==> src/rtl/bshift_pkg.sv <==
// bshift_pkg: mode encoding, per-beat control bundle and stage distance helper
// shared by the pipelined barrel shifter.
package bshift_pkg;

    typedef enum logic [1:0] {
        BS_LSL = 2'b00,
        BS_LSR = 2'b01,
        BS_ROL = 2'b10,
        BS_ROR = 2'b11
    } bshift_mode_t;

    // Control that travels with every beat; data, amount and carry are
    // width-dependent and are wrapped around this in the top.
    typedef struct packed {
        bshift_mode_t mode;
        logic         arith;
    } bshift_ctl_t;

    function automatic int bs_dist(input int k, input int dsize);
        return (2 ** k) % dsize;
    endfunction

endpackage

==> src/rtl/bshift_if.sv <==
// bshift_if: valid/ready input and output channels of bshift_pipe
// (out_carry only present with BSHIFT_CARRY_EN).
interface bshift_if #(
    parameter int DSIZE = 64,
    parameter int ASIZE = $clog2(DSIZE)
);
    logic             in_valid;
    logic             in_ready;
    logic [DSIZE-1:0] in_data;
    logic [ASIZE-1:0] in_amount;
    logic [1:0]       in_mode;
    logic             in_arith;
    logic             out_valid;
    logic             out_ready;
    logic [DSIZE-1:0] out_data;
`ifdef BSHIFT_CARRY_EN
    logic             out_carry;
`endif

    modport master (
        output in_valid, in_data, in_amount, in_mode, in_arith, out_ready,
`ifdef BSHIFT_CARRY_EN
        input  out_carry,
`endif
        input  in_ready, out_valid, out_data
    );

    modport slave (
        input  in_valid, in_data, in_amount, in_mode, in_arith, out_ready,
`ifdef BSHIFT_CARRY_EN
        output out_carry,
`endif
        output in_ready, out_valid, out_data
    );

endinterface

==> src/rtl/bshift_stage.sv <==
// bshift_stage: combinational shift/rotate by 2^K, enabled by one amount bit;
// carry logic only with BSHIFT_CARRY_EN.
module bshift_stage
    import bshift_pkg::*;
#(
    parameter int DSIZE = 64,
    parameter int K     = 0
) (
    input  logic [DSIZE-1:0] data,
    input  logic             en,
    input  bshift_ctl_t      ctl,
`ifdef BSHIFT_CARRY_EN
    input  logic             cin,
    output logic             cout,
`endif
    output logic [DSIZE-1:0] res
);

    localparam int P    = 2 ** K;
    localparam bit FULL = (P >= DSIZE);
    localparam int SH   = FULL ? DSIZE : P;
    localparam int D    = bs_dist(K, DSIZE);

    logic             fill;
    logic [DSIZE-1:0] lsl;
    logic [DSIZE-1:0] lsr;
    logic [DSIZE-1:0] rol;
    logic [DSIZE-1:0] ror;

    always_comb begin
        // ASR keeps the MSB at the sign, so it stays valid stage to stage
        fill = ctl.arith & data[DSIZE-1];
        lsl  = data << SH;
        lsr  = fill ? ~((~data) >> SH) : (data >> SH);
        rol  = (data << D) | (data >> (DSIZE - D));
        ror  = (data >> D) | (data << (DSIZE - D));
        res  = data;
        if (en) begin
            unique case (ctl.mode)
                BS_LSL: res = lsl;
                BS_LSR: res = lsr;
                BS_ROL: res = rol;
                BS_ROR: res = ror;
            endcase
        end
    end

`ifdef BSHIFT_CARRY_EN
    localparam int LI  = DSIZE - P;
    localparam int RI  = P - 1;
    localparam bit LOK = (LI >= 0) && (LI < DSIZE);
    localparam bit ROK = (RI < DSIZE);
    localparam int LIX = LOK ? LI : 0;
    localparam int RIX = ROK ? RI : 0;
    localparam int WL  = (DSIZE - D) % DSIZE;
    localparam int WR  = (D + DSIZE - 1) % DSIZE;

    always_comb begin
        cout = cin;
        if (en) begin
            unique case (ctl.mode)
                BS_LSL: cout = LOK ? data[LIX] : 1'b0;
                BS_LSR: cout = ROK ? data[RIX] : fill;
                BS_ROL: cout = data[WL];
                BS_ROR: cout = data[WR];
            endcase
        end
    end
`endif

endmodule

==> src/rtl/bshift_pipe.sv <==
// bshift_pipe: ASIZE-stage pipelined barrel shifter with global stall;
// define BSHIFT_CARRY_EN to add the piped carry and out_carry.
module bshift_pipe
    import bshift_pkg::*;
#(
    parameter int DSIZE = 64,
    parameter int ASIZE = $clog2(DSIZE)
) (
    input logic     clk,
    input logic     rst,
    bshift_if.slave io
);

    // Amount is shifted down one bit per stage so each stage reads bit 0.
    typedef struct packed {
        logic [DSIZE-1:0] data;
        logic [ASIZE-1:0] amt;
        bshift_ctl_t      ctl;
`ifdef BSHIFT_CARRY_EN
        logic             carry;
`endif
    } beat_t;

    logic             adv;
    logic [ASIZE-1:0] vq;
    beat_t            pq  [ASIZE];
    beat_t            src [ASIZE];
    logic [DSIZE-1:0] res [ASIZE];
`ifdef BSHIFT_CARRY_EN
    logic             cout [ASIZE];
`endif

    assign adv          = !io.out_valid || io.out_ready;
    assign io.in_ready  = adv;
    assign io.out_valid = vq[ASIZE-1];
    assign io.out_data  = pq[ASIZE-1].data;
`ifdef BSHIFT_CARRY_EN
    assign io.out_carry = pq[ASIZE-1].carry;
`endif

    always_comb begin
        src[0].data      = io.in_data;
        src[0].amt       = io.in_amount;
        src[0].ctl.mode  = bshift_mode_t'(io.in_mode);
        src[0].ctl.arith = io.in_arith;
`ifdef BSHIFT_CARRY_EN
        src[0].carry     = 1'b0;
`endif
        for (int k = 1; k < ASIZE; k++) begin
            src[k] = pq[k-1];
        end
    end

    for (genvar k = 0; k < ASIZE; k++) begin : g_st
        bshift_stage #(
            .DSIZE(DSIZE),
            .K    (k)
        ) u_st (
            .data(src[k].data),
            .en  (src[k].amt[0]),
            .ctl (src[k].ctl),
`ifdef BSHIFT_CARRY_EN
            .cin (src[k].carry),
            .cout(cout[k]),
`endif
            .res (res[k])
        );
    end

    always_ff @(posedge clk) begin
        if (rst) begin
            vq <= '0;
            for (int k = 0; k < ASIZE; k++) begin
                pq[k] <= '0;
            end
        end else if (adv) begin
            vq <= ASIZE'({vq, io.in_valid});
            for (int k = 0; k < ASIZE; k++) begin
                pq[k].data <= res[k];
                pq[k].amt  <= src[k].amt >> 1;
                pq[k].ctl  <= src[k].ctl;
`ifdef BSHIFT_CARRY_EN
                pq[k].carry <= cout[k];
`endif
            end
        end
    end

endmodule

==> src/flat_wrapper.sv <==
// flat-port wrapper written by rule: the top's interface ports become plain ports
module bshift_pipe_flat import bshift_pkg::*;
#(
    parameter int DSIZE = 64,
    parameter int ASIZE = $clog2(DSIZE)
)
  (clk, rst, io_in_valid, io_in_data, io_in_amount, io_in_mode, io_in_arith, io_out_ready, io_in_ready, io_out_valid, io_out_data);
  bshift_if #(.DSIZE(DSIZE), .ASIZE(ASIZE)) io_i ();
  input logic clk;
  input logic rst;
  input wire logic [$bits(io_i.in_valid)-1:0] io_in_valid;
  input wire logic [$bits(io_i.in_data)-1:0] io_in_data;
  input wire logic [$bits(io_i.in_amount)-1:0] io_in_amount;
  input wire logic [$bits(io_i.in_mode)-1:0] io_in_mode;
  input wire logic [$bits(io_i.in_arith)-1:0] io_in_arith;
  input wire logic [$bits(io_i.out_ready)-1:0] io_out_ready;
  output wire logic [$bits(io_i.in_ready)-1:0] io_in_ready;
  output wire logic [$bits(io_i.out_valid)-1:0] io_out_valid;
  output wire logic [$bits(io_i.out_data)-1:0] io_out_data;
  assign io_i.in_valid = io_in_valid;
  assign io_i.in_data = io_in_data;
  assign io_i.in_amount = io_in_amount;
  assign io_i.in_mode = io_in_mode;
  assign io_i.in_arith = io_in_arith;
  assign io_i.out_ready = io_out_ready;
  assign io_in_ready = io_i.in_ready;
  assign io_out_valid = io_i.out_valid;
  assign io_out_data = io_i.out_data;
  bshift_pipe #(.DSIZE(DSIZE), .ASIZE(ASIZE)) u_core (.clk(clk), .rst(rst), .io(io_i));
endmodule
==> config.mk <==
export PLATFORM = sky130hd
export DESIGN_NAME = bshift_pipe_flat
export DESIGN_NICKNAME = d
export VERILOG_FILES = /design/src/rtl/bshift_pkg.sv /design/src/rtl/bshift_if.sv /design/src/rtl/bshift_stage.sv /design/src/rtl/bshift_pipe.sv /design/src/flat_wrapper.sv
export SDC_FILE = /design/constraint.sdc
export NUM_CORES = 1
export LEC_CHECK = 0
export ABC_AREA = 0
export CAP_MARGIN = 20
export CORE_MARGIN = 1.5
export CORE_UTILIZATION = 60
export DETAILED_ROUTE_END_ITERATION = 7
export PLACE_DENSITY = 0.76
export SLEW_MARGIN = 20
export SYNTH_ARGS = -nofsm -noshare
export SYNTH_HDL_FRONTEND = slang
export SYNTH_SLANG_ARGS = --single-unit
==> constraint.sdc <==
create_clock -name clk -period 25.7 [get_ports clk]
set_input_delay 2.57 -clock clk [delete_from_list [all_inputs] [get_ports clk]]
set_output_delay 2.57 -clock clk [all_outputs]
set_load 0.01 [all_outputs]
# ---- After elaboration in Yosys (flattened, before gate mapping)
# Memories as Yosys holds them, arrays and structs flattened.
# Cells that the tools add are included.
dict set report op_classes {
  eq_ne 18
  reduce_logical 9
  n_bitwise 47
  n_mux 41
}
# operator n
set op_table {}
lappend op_table {{$pmux W64 S4} 5}
lappend op_table {{$mux W64} 18}
lappend op_table {{$not A64 Y64} 6}
lappend op_table {{$pmux W64 S3} 1}
lappend op_table {{$not A32 Y64} 1}
lappend op_table {{$not A48 Y64} 1}
lappend op_table {{$not A56 Y64} 1}
lappend op_table {{$not A60 Y64} 1}
lappend op_table {{$not A62 Y64} 1}
lappend op_table {{$not A63 Y64} 1}
lappend op_table {{$or A32 B64 Y64} 1}
lappend op_table {{$or A48 B64 Y64} 1}
lappend op_table {{$or A56 B64 Y64} 1}
lappend op_table {{$or A60 B64 Y64} 1}
lappend op_table {{$or A62 B64 Y64} 1}
lappend op_table {{$or A63 B64 Y64} 1}
lappend op_table {{$or A64 B1 Y64} 1}
lappend op_table {{$or A64 B16 Y64} 1}
lappend op_table {{$or A64 B2 Y64} 1}
lappend op_table {{$or A64 B4 Y64} 1}
lappend op_table {{$or A64 B8 Y64} 1}
lappend op_table {{$mux W5} 6}
lappend op_table {{$eq A2 B2 Y1 const B} 12}
lappend op_table {{$mux W3} 6}
lappend op_table {{other kinds (8)} 44}
dict set report totals {
  word_cells 117
  register_bits 6
  inputBits 77
  ram_bits 432
  out_inout_bits 66
  n_memories 1
}
# name words width rd rd_ports_with_merged_regs wr line
set mem_list {}
lappend mem_list {u_core.pq 6 72 6 0 6 bshift_pipe.sv:26} ;# beat_t pq [ASIZE];

# ---- Longest topological paths before layout
# An unclocked memory read counts as a cell.
dict set report logic_depth {
  ltp_word 7
  mapped_depth 8
}

# ---- Cells and area by module
# From an unflattened synthesis, not the netlist that was laid out.
dict set report unflattened {
  cells_unflattened 2246
  hier_area_um2 25376.8
}
# mod instances area_per_inst_um2 cells_per_inst
set modules_own_cells {}
lappend modules_own_cells {bshift_pipe 1 17251.5 1008}
lappend modules_own_cells {{bshift_stage (u_core.g_st[4].u_st)} 1 1657.8 255}
lappend modules_own_cells {{bshift_stage (u_core.g_st[2].u_st)} 1 1467.7 224}
lappend modules_own_cells {{bshift_stage (u_core.g_st[3].u_st)} 1 1453.9 234}
lappend modules_own_cells {{bshift_stage (u_core.g_st[1].u_st)} 1 1411.4 219}
lappend modules_own_cells {{bshift_stage (u_core.g_st[0].u_st)} 1 1380.1 218}
lappend modules_own_cells {{bshift_stage (u_core.g_st[5].u_st)} 1 754.5 88}

# ---- Worst setup path after synthesis
# No wires, ideal clock.
dict set report synth_timing {
  kind {input-to-reg}
  startpoint {in rst}
  endpoint {mem u_core.pq[0][0] in the netlist's numbering (enable)}
  path_stages 2
  arrival_ps 12714
  setup_slack_ps 12133
  t_required_ps 24847
  cell_sequence {clkbuf_1 nand2b_1}
}
# item line
set synth_lines {}
lappend synth_lines {{from (decl)} flat_wrapper.sv:10} ;# input logic rst;
lappend synth_lines {{to (decl)} bshift_pipe.sv:26}

# ---- Worst setup path after layout
dict set report layout_timing {
  startpoint {in io_out_ready}
  endpoint {out io_in_ready}
}
dict set report layout_between {
  elab_chain_len 1
}
# item line
set layout_rtl {}
lappend layout_rtl {{from (decl)} flat_wrapper.sv:16} ;# input wire logic [$bits(io_i.out_ready)-1:0] io_out_ready;
lappend layout_rtl {{$logic_or A1 B1 Y1} bshift_pipe.sv:33} ;# assign adv = !io.out_valid || io.out_ready;
lappend layout_rtl {{to (decl)} flat_wrapper.sv:17} ;# output wire logic [$bits(io_i.in_ready)-1:0] io_in_ready;
# Every way passes these cells.

==> metrics.txt <==
Seq. cell area=about 13000 um^2; critical path class=in -> out; status=finished clean; Placed Instances=2363; most frequent cells in the layout=edfxtp_1, nor2_1, a211oi_2; Max-cap violations=0; Inserted Clock Buffers=43; final number of max-transition violations=0; PostCTS Resize Cnt=0; routability cong.=between 0.8 and 0.9; initial antenna violation count=0; slowest CP cell=nor2b_1; Die H=roughly 200 um; num rows=~70; P_leak=just under 0.009 uW; Clock Path Buffers=3; DR pass1 iterations=5; VDD IR max=between 0.00004 and 0.00005 V; Syn Nets=between 1.5k and 2k; register area share after synthesis=52.7%; vias=14.6k; Period Utilization, post-route=27.0%; Yosys cell types=27; critical path data required time=between 20 and 25 ns; Post-synth EDFFs=roughly 410; DRC Markers=0; most common cell after layout, fill and taps aside=edfxtp_1; All-Layer GR Usage=approximately 23%; layout filler cell count=approximately 2.9k; synth warn=0; initial DRC count=985; crit path launch type=input pin; Final Setup Violations=0; initial cell density of the core=around three fifths; critical-path cell list=clkdlybuf4s50_1 -> nor2b_1 -> clkinv_4 -> clkdlybuf4s50_1; Antenna Violating Nets Remaining=0; Critical Path AT=around 4.4 ns; post-CTS setup buffer count=0; largest net degree at the start of global routing=approximately 190; fin crit period=about 6.9 ns; Syn Inst Count=1921; Core Area=slightly below 40000 um^2; CP most frequent cell=clkdlybuf4s50_1; Async SR Flop Fraction=0%; drt total wl=47800 um; Nets=1967; die area=between 40000 and 50000 um^2; delay-heaviest family, CP=buffers and inverters; Buf/Inv on CP=3; power per standard cell area=around 60 nW/um^2; vias in the first global route=about 14k; root buffer cell=clkbuf_16; final std cells w/o fill=about 2.4k; Fin Setup TNS=0 ns; CTS tree=yes; Synth Area per Inst=between 10 and 15 um^2; global-route wire length before repair=75800 um; clock transition at the registers of the reported paths=0.05 ns; RSZ-0062 raised after global routing=no; cell area after synthesis=23800 um^2; hold_buf cts=0; total gr overflow=0; Worst Skew=~0.022 ns; Area Overhead vs Synth=8.82%; final hold vios=0; synthesized flop and latch total=420; ANT cells=0; top achievable clock speed=144 MHz; wire per inst=just under 20 um; share of layout cells above drive strength 1=21.5%; Least-Margin Pin Slew=around 1.3 ns; die width=202 um; footprint of the multi-input gates=9730 um^2; CTS Sinks=between 400 and 500; Port Buf Inserts=around 140; worst hold path type=reg -> reg; dominant synthesized flop cell=edfxtp_1; via/cell ratio=5.98; CP Capture Type=primary output; Critical Path Max Stage Delay=0.66 ns; # IOs=143; critical path fanouts, max=9; htree depth=2; post-detail-place hpwl=roughly 33000 um; Clk Latency, worst-skew pair=roughly 0.55 ns; Max transition margin=15.9%
-- path summary, 6_finish.rpt --
check	startpoint	to	slack (ns)	cells after the start
worst min register to register	u_core.vq[0]$_SDFFE_PP0P_	u_core.vq[0]$_SDFFE_PP0P_	0.46	2
worst max register to register	u_core.vq[5]$_SDFFE_PP0P_	u_core.pq[0][392]$_SDFFCE_PN0P_	21.60	6
worst min-delay path	u_core.vq[0]$_SDFFE_PP0P_	u_core.vq[0]$_SDFFE_PP0P_	0.46	2
worst max-delay path	io_out_ready	io_in_ready	18.77	4
-- per-stage QoR --
stage / utilization [%] / area [um^2] / hold slack [ns] / power [uW] / worst slack [ns]
after global routing: 66.6 / 25900 / 0.482 / 1650 / 18.67
final: 66.6 / 25900 / 0.457 / 1600 / 18.77
after global placement: 63.1 / 24600 / 0.442 / 1010 / 18.83
after floorplan: - / 23800 / 0.432 / 964 / 12.13
after detailed placement: 63.1 / 24600 / 0.454 / 1010 / 18.76
after CTS: 66.6 / 25900 / 0.461 / 1610 / 18.76
-- cell type report --
type | count | area share (%)
inverters | 1 | 0.0338
flip-flops and latches | 420 | 48.4
well taps | 518 | 2.50
multi-input cells | 1256 | 37.5
clock inverters | 23 | 0.656
repair buffers | 168 | 6.29
clock buffers | 54 | 4.59
-- logic make-up (layout without fill, tap and decap cells) --
kind of cell	Yosys count	count (layout)	share of synthesized area, %
DFF	420	420	52.7
AOI/OAI and AO/OA	452	452	20.2
muxes	258	258	10.8
and+or+nand+nor	546	546	9.77
buffers and inverters	245	246	6.57
-- cells in the mapped netlist (all sizes together), types with 5 or more instances --
| library cell | number | share of area, % |
|---|---|---|
| nand2 | 53 | 0.83 |
| a21oi | 68 | 1.4 |
| clkbuf | 75 | 1.2 |
| and2 | 34 | 0.89 |
| o221a | 7 | 0.33 |
| a22oi | 30 | 0.95 |
| nand4b | 5 | 0.18 |
| dfxtp | 6 | 0.50 |
| nor2b | 62 | 1.6 |
| edfxtp | 414 | 52 |
| nor2 | 387 | 6.1 |
| a211oi | 343 | 17 |
| buf | 169 | 5.3 |
| mux2i | 258 | 11 |
-- layer usage --
layer / part of all wire [%] / GRT usage (%)
met5: 0 / 0
met4: 2.9 / 7.59
met3: 3.6 / 3.11
met2: 50 / 39.9
met1: 43 / 30.2
-- flip-flops by register name, summed over array words and instances (netlist names) --
name / count
u_core.pq: 414
u_core.vq: 6
-- power by group --
group | internal, uW | leakage [uW] | total [uW] | switching, uW
combinational | 73.6 | 0.00306 | 169 | 95.4
clock | 347 | 0.000662 | 598 | 251
sequential | 793 | 0.00500 | 829 | 36.2
-- worst min-delay path: stages, from the launching register on --
cell and delay (ns):
dfxtp_1 0.31, nand2_1 0.05, a21oi_1 0.05
(Power assumes the default switching activity.)
